===== src/rtl/uart_pkg.sv =====
// Shared types and helpers for the UART receive path.
// Holds the receiver state encoding and the baud-to-cycle conversion.
package uart_pkg;

    localparam int DATA_BITS = 8;
    localparam int STOP_BITS = 1;

    typedef enum logic [2:0] {
        IDLE,
        START,
        DATA,
        PARITY,
        STOP,
        BREAK
    } rx_state_e;

    function automatic int cycles_per_symbol(input int system_clk, input int baudrate);
        return system_clk / baudrate;
    endfunction

endpackage


===== src/rtl/sync_2ff.sv =====
// Two-flop synchronizer for a single asynchronous input.
// The reset value is a parameter so idle-high and idle-low lines both come up quiet.
module sync_2ff #(
    parameter logic RESET_VAL = 1'b1
) (
    input  logic clk,
    input  logic reset,
    input  logic d,
    output logic q
);

    logic meta;

    always_ff @(posedge clk or posedge reset) begin
        if (reset) begin
            meta <= RESET_VAL;
            q    <= RESET_VAL;
        end else begin
            // NOTE: non-blocking so q takes the old meta value, giving two real flop stages.
            meta <= d;
            q    <= meta;
        end
    end

endmodule


===== src/rtl/rx_uart.sv =====
// 8N1 asynchronous serial receiver with a single-byte valid/ready holding register.
// Define RX_UART_PARITY_EN to receive 8E1 frames and report parity mismatches.
module rx_uart
    import uart_pkg::*;
#(
    parameter int SYSTEM_CLK = 100_000_000,
    parameter int BAUDRATE   = 9600
) (
    input  logic                 clk,
    input  logic                 reset,
    input  logic                 rx_in,
    input  logic                 ready,
    output logic                 valid,
    output logic [DATA_BITS-1:0] rx_data,
    output logic                 frame_error,
    output logic                 overrun_error,
    output logic                 parity_error
);

    localparam int CPS   = cycles_per_symbol(SYSTEM_CLK, BAUDRATE);
    localparam int CW    = $clog2(CPS + 1);
    localparam int IDX_W = $clog2(DATA_BITS);

    localparam logic [CW-1:0]    HALF_LOAD = CW'(CPS / 2 - 1);
    localparam logic [CW-1:0]    FULL_LOAD = CW'(CPS - 1);
    localparam logic [IDX_W-1:0] LAST_IDX  = IDX_W'(DATA_BITS - 1);

    logic                 rx_s;
    rx_state_e            state, state_n;
    logic [CW-1:0]        cnt, cnt_n;
    logic [IDX_W-1:0]     bit_idx, bit_idx_n;
    logic [DATA_BITS-1:0] shift_reg, shift_n;
    logic                 expired;
    logic                 deliver;
    logic                 frame_err_n;
`ifdef RX_UART_PARITY_EN
    logic                 parity_bad, parity_bad_n;
    logic                 parity_err_n;
`endif

    sync_2ff #(.RESET_VAL(1'b1)) u_sync (
        .clk   (clk),
        .reset (reset),
        .d     (rx_in),
        .q     (rx_s)
    );

    assign expired = (cnt == '0);

    always_comb begin
        // NOTE: every output of this block gets a default first, so no path can infer a latch.
        state_n     = state;
        cnt_n       = expired ? cnt : cnt - CW'(1);
        bit_idx_n   = bit_idx;
        shift_n     = shift_reg;
        deliver     = 1'b0;
        frame_err_n = 1'b0;
`ifdef RX_UART_PARITY_EN
        parity_bad_n = parity_bad;
        parity_err_n = 1'b0;
`endif
        case (state)
            IDLE: begin
                if (!rx_s) begin
                    cnt_n   = HALF_LOAD;
                    state_n = START;
                end
            end
            START: begin
                // A start bit that is already high again at mid-symbol was a glitch.
                if (expired) begin
                    if (rx_s) begin
                        state_n = IDLE;
                    end else begin
                        cnt_n     = FULL_LOAD;
                        bit_idx_n = '0;
                        state_n   = DATA;
                    end
                end
            end
            DATA: begin
                if (expired) begin
                    shift_n[bit_idx] = rx_s;
                    cnt_n            = FULL_LOAD;
                    if (bit_idx == LAST_IDX) begin
`ifdef RX_UART_PARITY_EN
                        state_n = PARITY;
`else
                        state_n = STOP;
`endif
                    end else begin
                        bit_idx_n = bit_idx + IDX_W'(1);
                    end
                end
            end
`ifdef RX_UART_PARITY_EN
            PARITY: begin
                if (expired) begin
                    parity_bad_n = (rx_s != ^shift_reg);
                    cnt_n        = FULL_LOAD;
                    state_n      = STOP;
                end
            end
`endif
            STOP: begin
                if (expired) begin
`ifdef RX_UART_PARITY_EN
                    parity_err_n = parity_bad;
`endif
                    if (rx_s) begin
                        deliver = 1'b1;
                        state_n = IDLE;
                    end else begin
                        frame_err_n = 1'b1;
                        state_n     = BREAK;
                    end
                end
            end
            BREAK: begin
                // Hold off until the line is released so a stuck-low line yields one error only.
                if (rx_s) state_n = IDLE;
            end
            default: state_n = IDLE;
        endcase
    end

    always_ff @(posedge clk or posedge reset) begin
        if (reset) begin
            state     <= IDLE;
            cnt       <= '0;
            bit_idx   <= '0;
            shift_reg <= '0;
        end else begin
            state     <= state_n;
            cnt       <= cnt_n;
            bit_idx   <= bit_idx_n;
            shift_reg <= shift_n;
        end
    end

`ifdef RX_UART_PARITY_EN
    always_ff @(posedge clk or posedge reset) begin
        if (reset) begin
            parity_bad   <= 1'b0;
            parity_error <= 1'b0;
        end else begin
            parity_bad   <= parity_bad_n;
            parity_error <= parity_err_n;
        end
    end
`else
    assign parity_error = 1'b0;
`endif

    always_ff @(posedge clk or posedge reset) begin
        if (reset) begin
            valid         <= 1'b0;
            rx_data       <= '0;
            frame_error   <= 1'b0;
            overrun_error <= 1'b0;
        end else begin
            frame_error   <= frame_err_n;
            overrun_error <= 1'b0;
            if (deliver) begin
                // A byte consumed this same cycle frees the register for the new one.
                if (valid && !ready) begin
                    overrun_error <= 1'b1;
                end else begin
                    rx_data <= shift_reg;
                    valid   <= 1'b1;
                end
            end else if (valid && ready) begin
                valid <= 1'b0;
            end
        end
    end

endmodule


===== config.mk =====
export PLATFORM = sky130hd
export DESIGN_NAME = rx_uart
export DESIGN_NICKNAME = d
export VERILOG_FILES = /design/src/rtl/uart_pkg.sv /design/src/rtl/sync_2ff.sv /design/src/rtl/rx_uart.sv
export SDC_FILE = /design/constraint.sdc
export NUM_CORES = 1
export LEC_CHECK = 0
export ABC_AREA = 1
export BUFFER_PORTS_ARGS = -buffer_cell sky130_fd_sc_hd__buf_2
export CORE_MARGIN = 1
export CORE_UTILIZATION = 50
export CTS_CLUSTER_DIAMETER = 150
export CTS_CLUSTER_SIZE = 12
export DETAILED_ROUTE_END_ITERATION = 10
export GPL_ROUTABILITY_DRIVEN = 0
export GPL_TIMING_DRIVEN = 0
export HOLD_SLACK_MARGIN = 0.05
export PLACE_DENSITY_LB_ADDON = 0.08
export SLEW_MARGIN = 40
export SYNTH_ARGS = -nofsm -noshare
export SYNTH_HDL_FRONTEND = slang
export SYNTH_SLANG_ARGS = --single-unit

===== constraint.sdc =====
create_clock -name clk -period 3.05 [get_ports clk]
set_input_delay 0.61 -clock clk [delete_from_list [all_inputs] [get_ports clk]]
set_output_delay 0.61 -clock clk [all_outputs]
set_load 0.005 [all_outputs]

## After elaboration in Yosys (flattened, before gate mapping)

Cells that the tools add are included.

- Register bits: 41
- Input port bits: 4
- Output and inout bits: 12
- Logic and storage cells: 76

- $add $sub $neg: 2
- $lt $le $gt $ge: 2
- Equality and inequality tests: 14
- Muxes and demuxes: 34
- Bitwise gates (word level): 1
- Reductions and logical operators: 13

Operator list:

| kind | count |
|---|---|
| $mux 14 | 5 |
| $pmux 14 s3 | 1 |
| $mux 3 | 11 |
| $ne 2x2->1 const B | 8 |
| $pmux 3 s5 | 1 |
| $logic_not 14->1 | 1 |
| $sub 14x1->14 const B | 1 |
| $mux 1 | 12 |
| $eq 3x3->1 const B | 3 |
| $bwmux 8 | 1 |
| $pmux 3 s2 | 1 |
| $reduce_and 2->1 | 3 |
| $reduce_and 6->1 | 1 |
| $reduce_and 5->1 | 1 |
| $lt 3x4->1 const B | 1 |
| $reduce_bool 2->1 | 2 |
| $add 3x1->3 const B | 1 |
| $demux 1 s3 | 1 |
| $eq 3x1->1 const B | 1 |
| $eq 3x2->1 const B | 1 |
| $ge 3x1->1 const B | 1 |
| $logic_and 1x1->1 | 3 |
| $logic_not 3->1 | 1 |
| $mux 2 | 1 |
| 3 further kinds | 3 |

## Longest topological paths before layout

- Word-level depth: 5
- Gate-level depth with buffers: 11
- Depth with buffers taken out: 10

## Cells and area by module

A second synthesis with hierarchy kept.

- Cells, all modules: 271
- Area total of the unflattened synthesis: 2,205.9 um^2

By module, submodules not included:

| module | times used | cells each | area each (um^2) | seq. area each (um^2) |
|---|---|---|---|---|
| rx_uart | 1 | 268 | 2,149.6 | 975.9 |
| sync_2ff | 1 | 3 | 56.3 | 52.6 |

## Worst setup path before layout

No wires, ideal clock.

- Path type: register to register
- From: reg cnt[0]
- To: reg cnt[0]
- Library setup time: 0.132 ns
- Arrival time: 1.903 ns
- Data required time: 2.918 ns
- Setup slack: 1.015 ns
- Cell stages (with the launch flop): 12
- Path buffers: 1
- Period minus slack after synthesis: 2.035 ns
- Path through: dfrtp_1 > inv_1 > ha_1 > nand2_4 > nor2_8 > nand2_4 > buf_2 > ha_1 > nor2_1 > nand3_1 > nand3_1 > nand4_1

- Word-level cells in the longest chain between the ends: 5
- Elaborated cells on any way between the ends: 8
- Those cells by class: add/sub (1); mux (6); reduce/logical (1)

Ends and longest elaborated chain:

| element | RTL line | RTL |
|---|---|---|
| start: declaration | rx_uart.sv:30 | `logic [CW-1:0] cnt, cnt_n;` |
| start signal: assignment | rx_uart.sv:135 | `cnt <= cnt_n;` |
| $sub 14x1->14 / $logic_not 14->1 (equally long branches) | rx_uart.sv:53, rx_uart.sv:48 |  |
| $mux 14 | rx_uart.sv:53 | `cnt_n = expired ? cnt : cnt - CW'(1);` |
| $mux 14 | rx_uart.sv:72 | `if (rx_s) begin` |
| $mux 14 | rx_uart.sv:71 | `if (expired) begin` |
| $pmux 14 s3 * | rx_uart.sv:62 | `case (state)` |
| named net cnt_n[0] | rx_uart.sv:30 |  |

Mark *: on every way through the listed nets, which the timed path passes. The rest lies on a longest branch.
A chain may end at the register's enable or synchronous reset.

## Worst setup path in the final report

Same ends and word-level chain as after synthesis.

==> impl_metrics.ini <==
[outcome]
status = completed

[timing]
setup-violations-final = 0
worst_slack_ns = 0.719
hold_violations = 0
slew_headroom = 0.665
min_period_ns = 2.33
worst_pin_slew_ns = 0.502
fmax_mhz = 429
finalSetupTns_ns = 0
clock_skew_ns = 0.0105
rsz0062_at_grt = false
slew_violations = 0
fin_crit_sh = 0.764

[power]
p_leak_nw = 1.24
pwr-share-comb = 0.020
p_sw_mw = 0.210
p_int_mw = 0.792
ir_drop_mv = 0.254
seqPwrFrac = 0.546
p_clk_frac = 0.435
power_density_nw_per_um2 = 419
sw_frac_of_total = 0.210

[layout]
num-nets-final = 293
area_delta_synth_final_pct = 11.3
n_fill_cell = 379
mostFrequentLayoutCell = nand2_1
drive_gt1_frac = 0.140
final_cell_mix = 71 x nand2_1, 39 x nand3_1, 39 x dfrtp_1, 23 x inv_1, 21 x nor2_1
largest_reg_flops = 14
diodes = 0
utilization = 0.589

[synth]
synthArstFlopShare = 1.00
synth_area_per_cell_um2 = 8.13
ys_warn_count = 0
yosysSeqAreaShare = 0.479
syn-num-nets = 272
synth_cells = 264
synth_cell_types = 32
yosys_most_used_dff = dfrtp_1
ys_seq_elements = 41
synth_enable_flop_cells = 0
synth_area_um2 = 2150

[critical_path]
crit_fanout = 10
cp-end-kind = register
worstSetupStartpoint = cnt[0]
arrival_ns = 2.50
timing_worst_setup_path_type = register to register
r2r-start = cnt[0]
worstSetupStartpointType = register
cp.required_ns = 3.22

[global_routing]
grt_util_all_layers = 0.217
grt_max_degree = 42
grt_pass1_vias = 1466
grt_pass1_wl_um = 7090
grt_overflow = 0
antenna_found_initial = 0

[floorplan]
die_y_um = 67.5
coreArea_um2 = 4060
start_util = 0.529
pin_count = 16
dieArea_um2 = 4560
rows = 23
die_w_um = 67.5

[routing]
wl_um = 4330
vias = 1764
drtIter0Drc = 125
dr.pass1.iters = 4
vias_per_cell = 5.25
ant_nets = 0
drc = 0
wl_per_cell_um = 12.9

[min_path]
hp-class = primary input to asynchronous set/reset pin

[clock_network]
cts.path.max_buffers = 2
clock_latency_ns = 0.30
cts_resized = 0
clkTransAtPathRegs_ns = 0.08
clock-sinks = 41
post-cts-setup-buffers = 0
cts_tree = done
hold_buffers = 0
numCtsBuffers = 5
cts-root-buf = clkbuf_8
h-tree-depth = 2

[placed_design]
io_buffers = 14
post-dp-hpwl_um = 3030
post-place-ws_ns = 0.729

[flow_run]
cap_viol_max_count = 0
==> layer usage <==
| layer | vias up | GRT usage | wire, um |
|---|---|---|---|
| li1 | 914 | - | - |
| met1 | 814 | 0.316 | 2270 |
| met2 | 30 | 0.309 | 1850 |
| met3 | 6 | 0.0507 | 146 |
| met4 | 0 | 0.0798 | 64 |
| met5 | - | 0 | 0 |
==> cells in the mapped netlist (3+ instances only) <==
library cell	n	share of area
xor2_1	3	0.012
a21oi_1	4	0.0093
ha_1	4	0.023
nand4_1	7	0.020
nor2_4	3	0.016
nand3_1	39	0.091
o21ai_1	6	0.014
o21ai_0	12	0.028
nor3_1	5	0.012
nand2_4	3	0.016
nor2_1	21	0.037
dfrtp_1	39	0.45
inv_1	24	0.042
nand2_1	71	0.12
==> worst max-delay path, cell delays in order (launching register included) <==
cell and delay (ns):
dfrtp_1 0.42, inv_1 0.11, ha_1 0.33, nand2_4 0.12, nor2_8 0.20, nand2_4 0.14
buf_2 0.22, ha_1 0.32, nor2_1 0.11, nand3_1 0.09, nand3_1 0.09, nand4_1 0.07
==> kinds of logic after synthesis <==
group | Yosys count | synth area share
AND/OR/NAND/NOR | 157 | 0.350
flip-flops | 41 | 0.479
buffers and inverters | 30 | 0.0583
AO/OA/AOI/OAI | 26 | 0.0665
XOR/XNOR | 5 | 0.0204
adder cells (fa/ha/maj) | 4 | 0.0233
other | 1 | 0.00175
==> metrics by stage <==
step	hold WS [ns]	instance area, um^2	cells	power [mW]
floorplan	0.345	2150	264	0.570
global placement	0.346	2280	328	0.577
CTS	0.362	2390	336	1.01
finish	0.344	2390	336	1.00
detailed placement	0.353	2280	328	0.578
global route	0.368	2390	336	1.04
==> final cells by class <==
class                   instances  area (um^2)  share of cell area
flip-flops and latches         41         1030               0.431
repair buffers                 14         70.1              0.0293
well taps                      50         62.6              0.0262
plain buffers                   5         31.3              0.0131
clock buffers                   6         72.6              0.0304
clock inverters                 2         35.0              0.0147
multi-input cells             193          992               0.415
inverters                      25         96.3              0.0403
==> final timing paths <==
kind,to,slack [ns],cells after the start
worst max-delay path,cnt[0],0.72,11
worst min-delay path,overrun_error,0.34,2
worst max register to register,cnt[0],0.72,11
worst min register to register,u_sync.q,0.36,0
max in group asynchronous,u_sync.meta,2.33,2
min in group clk,u_sync.q,0.36,0
==> power groups by stage <==
stage	sequential [mW]	clock [mW]	combinational, mW
3_5_place_dp	0.557	0	0.0206
6_report	0.547	0.435	0.0198
5_1_grt	0.547	0.470	0.0236
3_3_place_gp	0.557	0	0.0201
2_1_floorplan	0.557	0	0.0135
4_1_cts	0.547	0.446	0.0208
Note: power is estimated with default switching activity, not from simulation.
